[config.mk]
export PLATFORM = sky130hd
export DESIGN_NAME = mul_booth_wallace_pipe
export DESIGN_NICKNAME = d
export VERILOG_FILES = /design/src/rtl/mul_booth_wallace_pipe_pkg.sv /design/src/rtl/booth_pp_switch.sv /design/src/rtl/wallace_tree_.sv /design/src/rtl/mul_booth_wallace_pipe.sv
export SDC_FILE = /design/constraint.sdc
export NUM_CORES = 2
export LEC_CHECK = 0
export CAP_MARGIN = 30
export CORE_ASPECT_RATIO = 0.9
export CORE_UTILIZATION = 55
export CTS_BUF_LIST = sky130_fd_sc_hd__clkbuf_8
export CTS_CLUSTER_SIZE = 25
export DETAILED_ROUTE_END_ITERATION = 10
export PLACE_DENSITY = 0.71
export RECOVER_POWER = 50
export SYNTH_ARGS = -nofsm -noshare
export SYNTH_HDL_FRONTEND = slang
export SYNTH_HIERARCHICAL = 1
export SYNTH_SLANG_ARGS = --single-unit
export TNS_END_PERCENT = 100
[constraint.sdc]
create_clock -name clk -period 10.8 [get_ports clk]
set_input_delay 1.62 -clock clk [delete_from_list [all_inputs] [get_ports clk]]
set_output_delay 1.62 -clock clk [all_outputs]
set_load 0.02 [all_outputs]
[src/rtl/mul_booth_wallace_pipe_pkg.sv]
// mul_pkg: shared widths, opcode encoding and pipeline register layout for
// the Booth/Wallace multiplier (mul_booth_wallace_pipe).
package mul_pkg;
  localparam int XLEN    = 32;        // operand width
  localparam int PP_N    = XLEN + 1;  // Booth partial-product rows
  localparam int COL_N   = 2 * XLEN;  // product columns
  localparam int CARRY_N = 30;        // carries passed column-to-column by wallace_tree_

  typedef enum logic [1:0] {
    OP_MUL    = 2'b00,
    OP_MULH   = 2'b01,
    OP_MULHSU = 2'b10,
    OP_MULHU  = 2'b11
  } mul_op_t;

  typedef logic [COL_N-1:0] pp_row_t;

  // Stage-1 register: redundant (sum, carry, Booth +1) form of the product.
  typedef struct packed {
    pp_row_t s;
    pp_row_t c;
    pp_row_t k;
    mul_op_t op;
  } s1_reg_t;
endpackage

[src/rtl/booth_pp_switch.sv]
// booth_pp_switch: operand extension, radix-2 Booth recoding, 33-row
// partial-product generation and transpose into per-column bit vectors.
// Ports: op         - RV32M multiply opcode
//        src1, src2 - multiplicand / multiplier
//        cols[j]    - bit j of every row (input to column compressor j)
//        k          - Booth +1 correction, bit i set when row i is negated
module booth_pp_switch
  import mul_pkg::*;
(
  input  mul_op_t                      op,
  input  logic [XLEN-1:0]              src1,
  input  logic [XLEN-1:0]              src2,
  output logic [COL_N-1:0][PP_N-1:0]   cols,
  output pp_row_t                      k
);
  logic [PP_N-1:0] x, y, sel;
  logic [PP_N:0]   yb;  // y with the implicit y[-1]=0 appended
  pp_row_t         rows [PP_N];

  always_comb begin
    x    = {((op == OP_MULH) || (op == OP_MULHSU)) & src1[XLEN-1], src1};
    y    = {(op == OP_MULH) & src2[XLEN-1], src2};
    yb   = {y, 1'b0};
    k    = '0;
    cols = '0;
    sel  = '0;
    for (int i = 0; i < PP_N; i++) begin
      case ({yb[i+1], yb[i]})
        2'b01:   sel = x;
        2'b10:   begin sel = ~x; k[i] = 1'b1; end
        default: sel = '0;
      endcase
      // Sign-extend to full width, then weight by 2^i; overflow past the top column is dropped.
      rows[i] = pp_row_t'({{(COL_N-PP_N){sel[PP_N-1]}}, sel}) << i;
    end
    for (int j = 0; j < COL_N; j++)
      for (int i = 0; i < PP_N; i++)
        cols[j][i] = rows[i][j];
  end
endmodule

[src/rtl/wallace_tree_.sv]
// wallace_tree_: single-column 33-input carry-save compressor.
// Ports: a      - the 33 partial-product bits of this column
//        c_in   - 30 carries from the column below (weight 1 here)
//        c_out  - 30 carries into the column above
//        s, c   - residual sum (weight 1) and carry (weight 2)
// Invariant: popcount(a) + popcount(c_in) = s + 2*c + 2*popcount(c_out).
// Incoming carries join at successive levels, so the cross-column path is
// bounded by tree depth rather than by column count.
module wallace_tree_ (
  input  logic [32:0] a,
  input  logic [29:0] c_in,
  output logic [29:0] c_out,
  output logic        s,
  output logic        c
);
  function automatic logic [1:0] fa(input logic x, input logic y, input logic z);
    return {(x & y) | (x & z) | (y & z), x ^ y ^ z};
  endfunction

  logic [10:0] l1;
  logic [21:0] v2;
  logic [7:0]  l2;
  logic [14:0] v3;
  logic [4:0]  l3;
  logic [9:0]  v4;
  logic [3:0]  l4;
  logic [6:0]  v5;
  logic [2:0]  l5;
  logic [4:0]  v6;
  logic [2:0]  l6;
  logic [3:0]  v7;
  logic [1:0]  l7;
  logic [2:0]  v8;

  always_comb begin
    c_out = '0;
    l1 = '0; l2 = '0; l3 = '0; l4 = '0; l5 = '0; l6 = '0; l7 = '0;
    s = 1'b0;
    c = 1'b0;
    for (int k = 0; k < 11; k++) {c_out[k], l1[k]} = fa(a[3*k], a[3*k+1], a[3*k+2]);
    v2 = {c_in[10:0], l1};
    for (int k = 0; k < 7; k++) {c_out[11+k], l2[k]} = fa(v2[3*k], v2[3*k+1], v2[3*k+2]);
    l2[7] = v2[21];
    v3 = {c_in[17:11], l2};
    for (int k = 0; k < 5; k++) {c_out[18+k], l3[k]} = fa(v3[3*k], v3[3*k+1], v3[3*k+2]);
    v4 = {c_in[22:18], l3};
    for (int k = 0; k < 3; k++) {c_out[23+k], l4[k]} = fa(v4[3*k], v4[3*k+1], v4[3*k+2]);
    l4[3] = v4[9];
    v5 = {c_in[25:23], l4};
    for (int k = 0; k < 2; k++) {c_out[26+k], l5[k]} = fa(v5[3*k], v5[3*k+1], v5[3*k+2]);
    l5[2] = v5[6];
    v6 = {c_in[27:26], l5};
    {c_out[28], l6[0]} = fa(v6[0], v6[1], v6[2]);
    l6[2:1] = v6[4:3];
    v7 = {c_in[28], l6};
    {c_out[29], l7[0]} = fa(v7[0], v7[1], v7[2]);
    l7[1] = v7[3];
    v8 = {c_in[29], l7};
    {c, s} = fa(v8[0], v8[1], v8[2]);
  end
endmodule

[src/rtl/mul_booth_wallace_pipe.sv]
// mul_booth_wallace_pipe: 2-stage 32x32 RV32M multiplier
// (MUL/MULH/MULHSU/MULHU) with valid/ready on both sides.
//   Stage 1: Booth rows -> 64 chained wallace_tree_ columns -> register S,C,K,op.
//   Stage 2: S + (C<<1) + K via a 3:2 row and one 64-bit add -> registered result.
// Ports: clk, rst_n (async, active low); in_valid/in_ready/in_op/in_src1/in_src2
//        request side; out_valid/out_ready/out_result response side.
// Optional: define MUL_FLUSH_EN to add the `flush` input, which kills every
//        in-flight op (including one accepted in the same cycle).
module mul_booth_wallace_pipe
  import mul_pkg::*;
(
  input  logic            clk,
  input  logic            rst_n,
`ifdef MUL_FLUSH_EN
  input  logic            flush,
`endif
  input  logic            in_valid,
  output logic            in_ready,
  input  logic [1:0]      in_op,
  input  logic [XLEN-1:0] in_src1,
  input  logic [XLEN-1:0] in_src2,
  output logic            out_valid,
  input  logic            out_ready,
  output logic [XLEN-1:0] out_result
);
  logic [COL_N-1:0][PP_N-1:0] cols;
  pp_row_t                    k_vec, s_vec, c_vec;
  s1_reg_t                    s1_q;
  logic [2:1]                 vld_pipe;  // [1] stage-1 reg, [2] result reg
  logic                       accept, s2_adv, kill;

`ifdef MUL_FLUSH_EN
  assign kill = flush;
`else
  assign kill = 1'b0;
`endif

  booth_pp_switch u_pp (
    .op   (mul_op_t'(in_op)),
    .src1 (in_src1),
    .src2 (in_src2),
    .cols (cols),
    .k    (k_vec)
  );

  // Each column's carries feed the next column up; column 0 starts from zero.
  for (genvar j = 0; j < COL_N; j++) begin : g_col
    logic [CARRY_N-1:0] cin, cout;
    if (j == 0) begin : g_first
      assign cin = '0;
    end else begin : g_link
      assign cin = g_col[j-1].cout;
    end
    wallace_tree_ u_wt (
      .a     (cols[j]),
      .c_in  (cin),
      .c_out (cout),
      .s     (s_vec[j]),
      .c     (c_vec[j])
    );
  end

  // Top column's carries weigh 2^64 and vanish mod 2^64.
  logic unused_top_cout;
  assign unused_top_cout = ^g_col[COL_N-1].cout;

  assign out_valid = vld_pipe[2];
  assign s2_adv    = vld_pipe[1] & (~vld_pipe[2] | out_ready);
  assign in_ready  = ~vld_pipe[1] | s2_adv;
  assign accept    = in_valid & in_ready;

  // Stage 2: fold K into the carry-save pair, then one carry-propagate add.
  pp_row_t         c_sh, t_s, t_c, prod;
  logic [XLEN-1:0] res;
  always_comb begin
    c_sh = s1_q.c << 1;
    t_s  = s1_q.s ^ c_sh ^ s1_q.k;
    t_c  = ((s1_q.s & c_sh) | (s1_q.s & s1_q.k) | (c_sh & s1_q.k)) << 1;
    prod = t_s + t_c;
    res  = (s1_q.op == OP_MUL) ? prod[XLEN-1:0] : prod[COL_N-1:XLEN];
  end

  always_ff @(posedge clk or negedge rst_n) begin
    if (!rst_n) begin
      vld_pipe   <= '0;
      s1_q       <= '0;
      out_result <= '0;
    end else begin
      if (kill) begin
        vld_pipe <= '0;
      end else begin
        if (in_ready)                   vld_pipe[1] <= in_valid;
        if (~vld_pipe[2] | out_ready)   vld_pipe[2] <= vld_pipe[1];
      end
      if (accept) s1_q <= '{s: s_vec, c: c_vec, k: k_vec, op: mul_op_t'(in_op)};
      if (s2_adv) out_result <= res;
    end
  end
endmodule

After elaboration in Yosys (flattened, before gate mapping):

Index checks and enable logic that the tools add are counted.

* register bits: 192
* latch bits: 0
* memory bits (writable): 0
* bits in read-only memories: 0
* output and inout bits: 34
* logic and storage cells: 8609
* memories: 0

* add/sub/neg operators: 1
* $mul: 0
* divide/modulo/power cells: 0
* order comparisons: 0
* equal/unequal tests: 66
* shift operators: 0
* mux-type cells: 67
* bitwise operators: 8466
* reduce and logical (&&, ||, !) cells: 2

Operators with widths (number)
* 1-bit bitwise AND: 3619
* 1-bit bitwise XOR: 2467
* 1-bit bitwise OR: 2370
* 33-bit case mux with 2 select lines: 31
* 63-bit by 33-bit bitwise AND with 63-bit output: 2
* 63-bit bitwise OR: 2
* 2-bit by 1-bit == test with 1-bit output (second input constant): 33
* 2-bit == test (second input constant): 33
* 64-bit adder: 1
* 32-bit case mux with 2 select lines: 1
* 64-bit by 33-bit bitwise XOR with 64-bit output: 1
* 64-bit bitwise XOR: 1
* 63-bit bitwise AND: 1
* 1-bit two-way mux: 33
* 33-bit two-way mux: 1
* 33-bit NOT: 1
* 32-bit two-way mux: 1
* 2-bit logical NOT: 1
* 1-bit NOT: 2
* 1-bit logical OR: 1

Logic depth before layout (Yosys ltp):

* depth after elaboration: 25
* depth in mapped cells: 26
* mapped depth without buffers: 23

Modules after synthesis:

The synthesis kept the hierarchy.

By module, submodules not included
* wallace_tree_: instances 64, cells an instance 109, area an instance 913.4 um^2, sequential area each 0.0 um^2
* booth_pp_switch: instances 1, cells an instance 2707, area an instance 21300.4 um^2, sequential area each 0.0 um^2
* mul_booth_wallace_pipe: instances 1, cells an instance 1237, area an instance 13875.8 um^2, sequential area each 5680.4 um^2

Least setup slack after synthesis:

OpenSTA, ideal clock, no wires.

* path kind: input-to-reg
* start point: in in_op[1]
* end point: reg s1_q[169] (netlist bit)
* data arrival time: 8077 ps
* data required time: 10675 ps
* slack: 2598 ps
* cell stages on the path: 24
* cell sequence: inv_1 -> ha_1 -> nor2b_4 -> buf_6 -> buf_6 -> mux2i_1 -> buf_4 -> inv_1 -> fa_1 -> inv_1 -> inv_1 -> fa_1 -> inv_1 -> inv_1 -> fa_1 -> inv_1 -> fa_1 -> fa_1 -> fa_1 -> fa_1 -> inv_1 -> fa_1 -> inv_1 -> mux2_2

RTL lines
* start, declared: line mul_booth_wallace_pipe.sv:19 `input logic [1:0] in_op,`
* end signal, assigned: line mul_booth_wallace_pipe.sv:95 `if (accept) s1_q <= '{s: s_vec, c: c_vec, k: k_vec, op: mul_op_t'(in_op)};`
* end, declared: line mul_booth_wallace_pipe.sv:28 `s1_reg_t s1_q;`

==> impl_metrics.csv <==
group,metric,value,unit
critical_path,critPathKind,"primary input to flop",
yosys,avgSynthCellArea,8.58,µm²
clock_tree,cts_buffers,45,
critical_path,crit_top_cell,"inv_1",
timing,grt_setup_unrepaired,"false",
die,fp-row-count,143,
clock_tree,cts_hold_buf,0,
finish,layout-drive-gt1-share,5.12,%
routing,routed_wl,266,mm
die,fp.coreArea,169000,µm²
finish,area_growth,-1.78,%
die,die_h,393,µm
critical_path,r2r_slack,5.77,ns
yosys,syn_inst,10900,
global_routing,track_usage,31.8,%
timing,clock_skew,0.0577,ns
critical_path,cp-end-kind,"flop",
die,ioPinCount,104,
critical_path,cp_max_fo,11,
clock_tree,path_clk_slew,0.06,ns
yosys,synth_warnings,6,
routing,dr.pass1.iters,10,
critical_path,regToRegEndpoint,"s1_q[30]",
timing,min_period_over_period,80.8,%
status,outcome,"finished with violations",
timing,max_slew.worst_pin.slew,5.90,ns
global_routing,globalRoute.totalOverflow,0,
status,failed_checks,"DRC, capacitance limit, slew limit",
critical_path,arrival,9.24,ns
placed_design,dp_hpwl,192,mm
hold_path,hold_depth,2,
run,maxCapViolCount,3,
die,initial_utilization,55.4,%
critical_path,startpoint,"in_op[1]",
global_routing,grt_start_max_net_pins,103,
die,die_area,172000,µm²
hold_path,min_from,"out_result[12]",
timing,hold_viol,0,
clock_tree,tritoncts,"yes",
timing,fmax,0.115,GHz
critical_path,reg2reg_from,"vld_pipe[1]",
global_routing,antenna_found_initial,9,
timing,setup_tns,0,ns
global_routing,grt_pass1_wl,407,mm
die,die_w,437,µm
routing,dr.first_iter.drc_count,5692,
timing,relSlewSlack,-293,%
clock_tree,h-tree-depth,2,
finish,nets,12500,
hold_path,worstHoldEndpoint,"out_result[12]",
global_routing,grt_pass1_vias,68400,
clock_tree,cts_num_sinks,227,
routing,viasPerCell,4.93,
hold_path,hold_class,"flop to flop",
routing,wl_per_cell,21.2,µm
placed_design,dp.cells,12500,
clock_tree,cts.repair.resized,0,
routing,num_vias,61900,
finish,final_util,54.4,%
clock_tree,clk_latency,0.70,ns
clock_tree,cts_setup_buffers,0,
placed_design,gp_congestion,0.976,
critical_path,worst_path_max_delay_cell,"mux2i_4",
yosys,netlist_area,93600,µm²
critical_path,cpLargestDelayFamily,"adder cells",
critical_path,max_stage_delay,0.79,ns
routing,drc,24,
placed_design,port_buffers,103,
timing,period_needed,8.72,ns
timing,finalSetupViolCount,0,
routing,ant_nets,0,
critical_path,start_kind,"primary input",
timing,drv_slew,231,
finish,stdcell_count,12600,
finish,finish.instance_area,91900,µm²
clock_tree,cts.path.max_buffers,3,
placed_design,dpl_cell_area,90700,µm²
critical_path,cp_num_buf_inv,13,
finish,fillers,15400,
critical_path,reg2reg_depth,5,
critical_path,cp_data_required_time,11.32,ns
clock_tree,clock-root-buffer,"clkbuf_8",
==> routing by layer <==
| layer | vias up | track usage [%] | part of all wire [%] |
|---|---|---|---|
| met4 | 8 | 14.1 | 5.7 |
| met3 | 990 | 10.8 | 14 |
| met5 | - | 0 | 0.022 |
| met1 | 31100 | 41.2 | 37 |
| li1 | 26300 | - | - |
| met2 | 3552 | 48.4 | 43 |
==> state kept, by name, indices dropped and copies added, names as in the netlist <==
| name | flops |
|---|---|
| s1_q | 130 |
| vld_pipe | 2 |
| out_result | 32 |
| c_sh | 63 |
==> stage by stage <==
step	hold slack, ns	worst slack, ns
final	0.491	2.08
after global routing	0.528	1.95
after CTS	0.489	2.24
after detailed placement	0.475	1.58
after global placement	0.472	1.38
after floorplan	0.471	2.60
==> cell usage in the layout, fill, tap and decap left out, types with 14 or more instances in the layout <==
cell type           n
nor2_1             69
a21oi_1            90
ha_1               64
dfrtp_1           227
nor3_1             14
nand2_1           118
a21o_1             36
nor2b_1            38
and2_1             37
inv_2              31
o22ai_1            39
clkbuf_8           60
clkdlybuf4s50_1    69
buf_4             152
mux2_2            194
xor2_1             24
mux2i_1           980
fa_1             2047
conb_1            590
nand2b_1           97
inv_1            4998
a31oi_1            15
nand3_1            18
xnor2_1            25
o21ai_0            57
nand4_1            22
==> final cells by class <==
type                    count  area, µm²  share of cell area (%)
diodes                      5       12.5                  0.0136
clock buffers              60        826                   0.898
clock inverters            23        303                   0.329
inverters                5026      18900                    20.5
multi-input cells        4727      61300                    66.7
flip-flops and latches    227       5680                    6.18
well taps                2247       2810                    3.06
repair buffers            245       2150                    2.34
==> tightest hold or removal path, delay by kind of cell (launching register included) <==
| kind | cells | cell delay, ns |
|---|---|---|
| AOI/OAI and AO/OA | 1 | 0.06 |
| DFF | 1 | 0.35 |
| and+or+nand+nor | 1 | 0.05 |
==> worst max path at each step <==
stage | endpoint | slack (ns) | cells after the start
CTS | s1_q[183] | 2.24 | 25
floorplan | s1_q[169] | 2.60 | 24
global placement | s1_q[190] | 1.38 | 19
global route | s1_q[183] | 1.95 | 25
finish | s1_q[183] | 2.08 | 25
detailed placement | s1_q[183] | 1.58 | 21
Power is not shown: default switching activity piles up to over one toggle a cycle in this logic, so the estimate is an artifact.
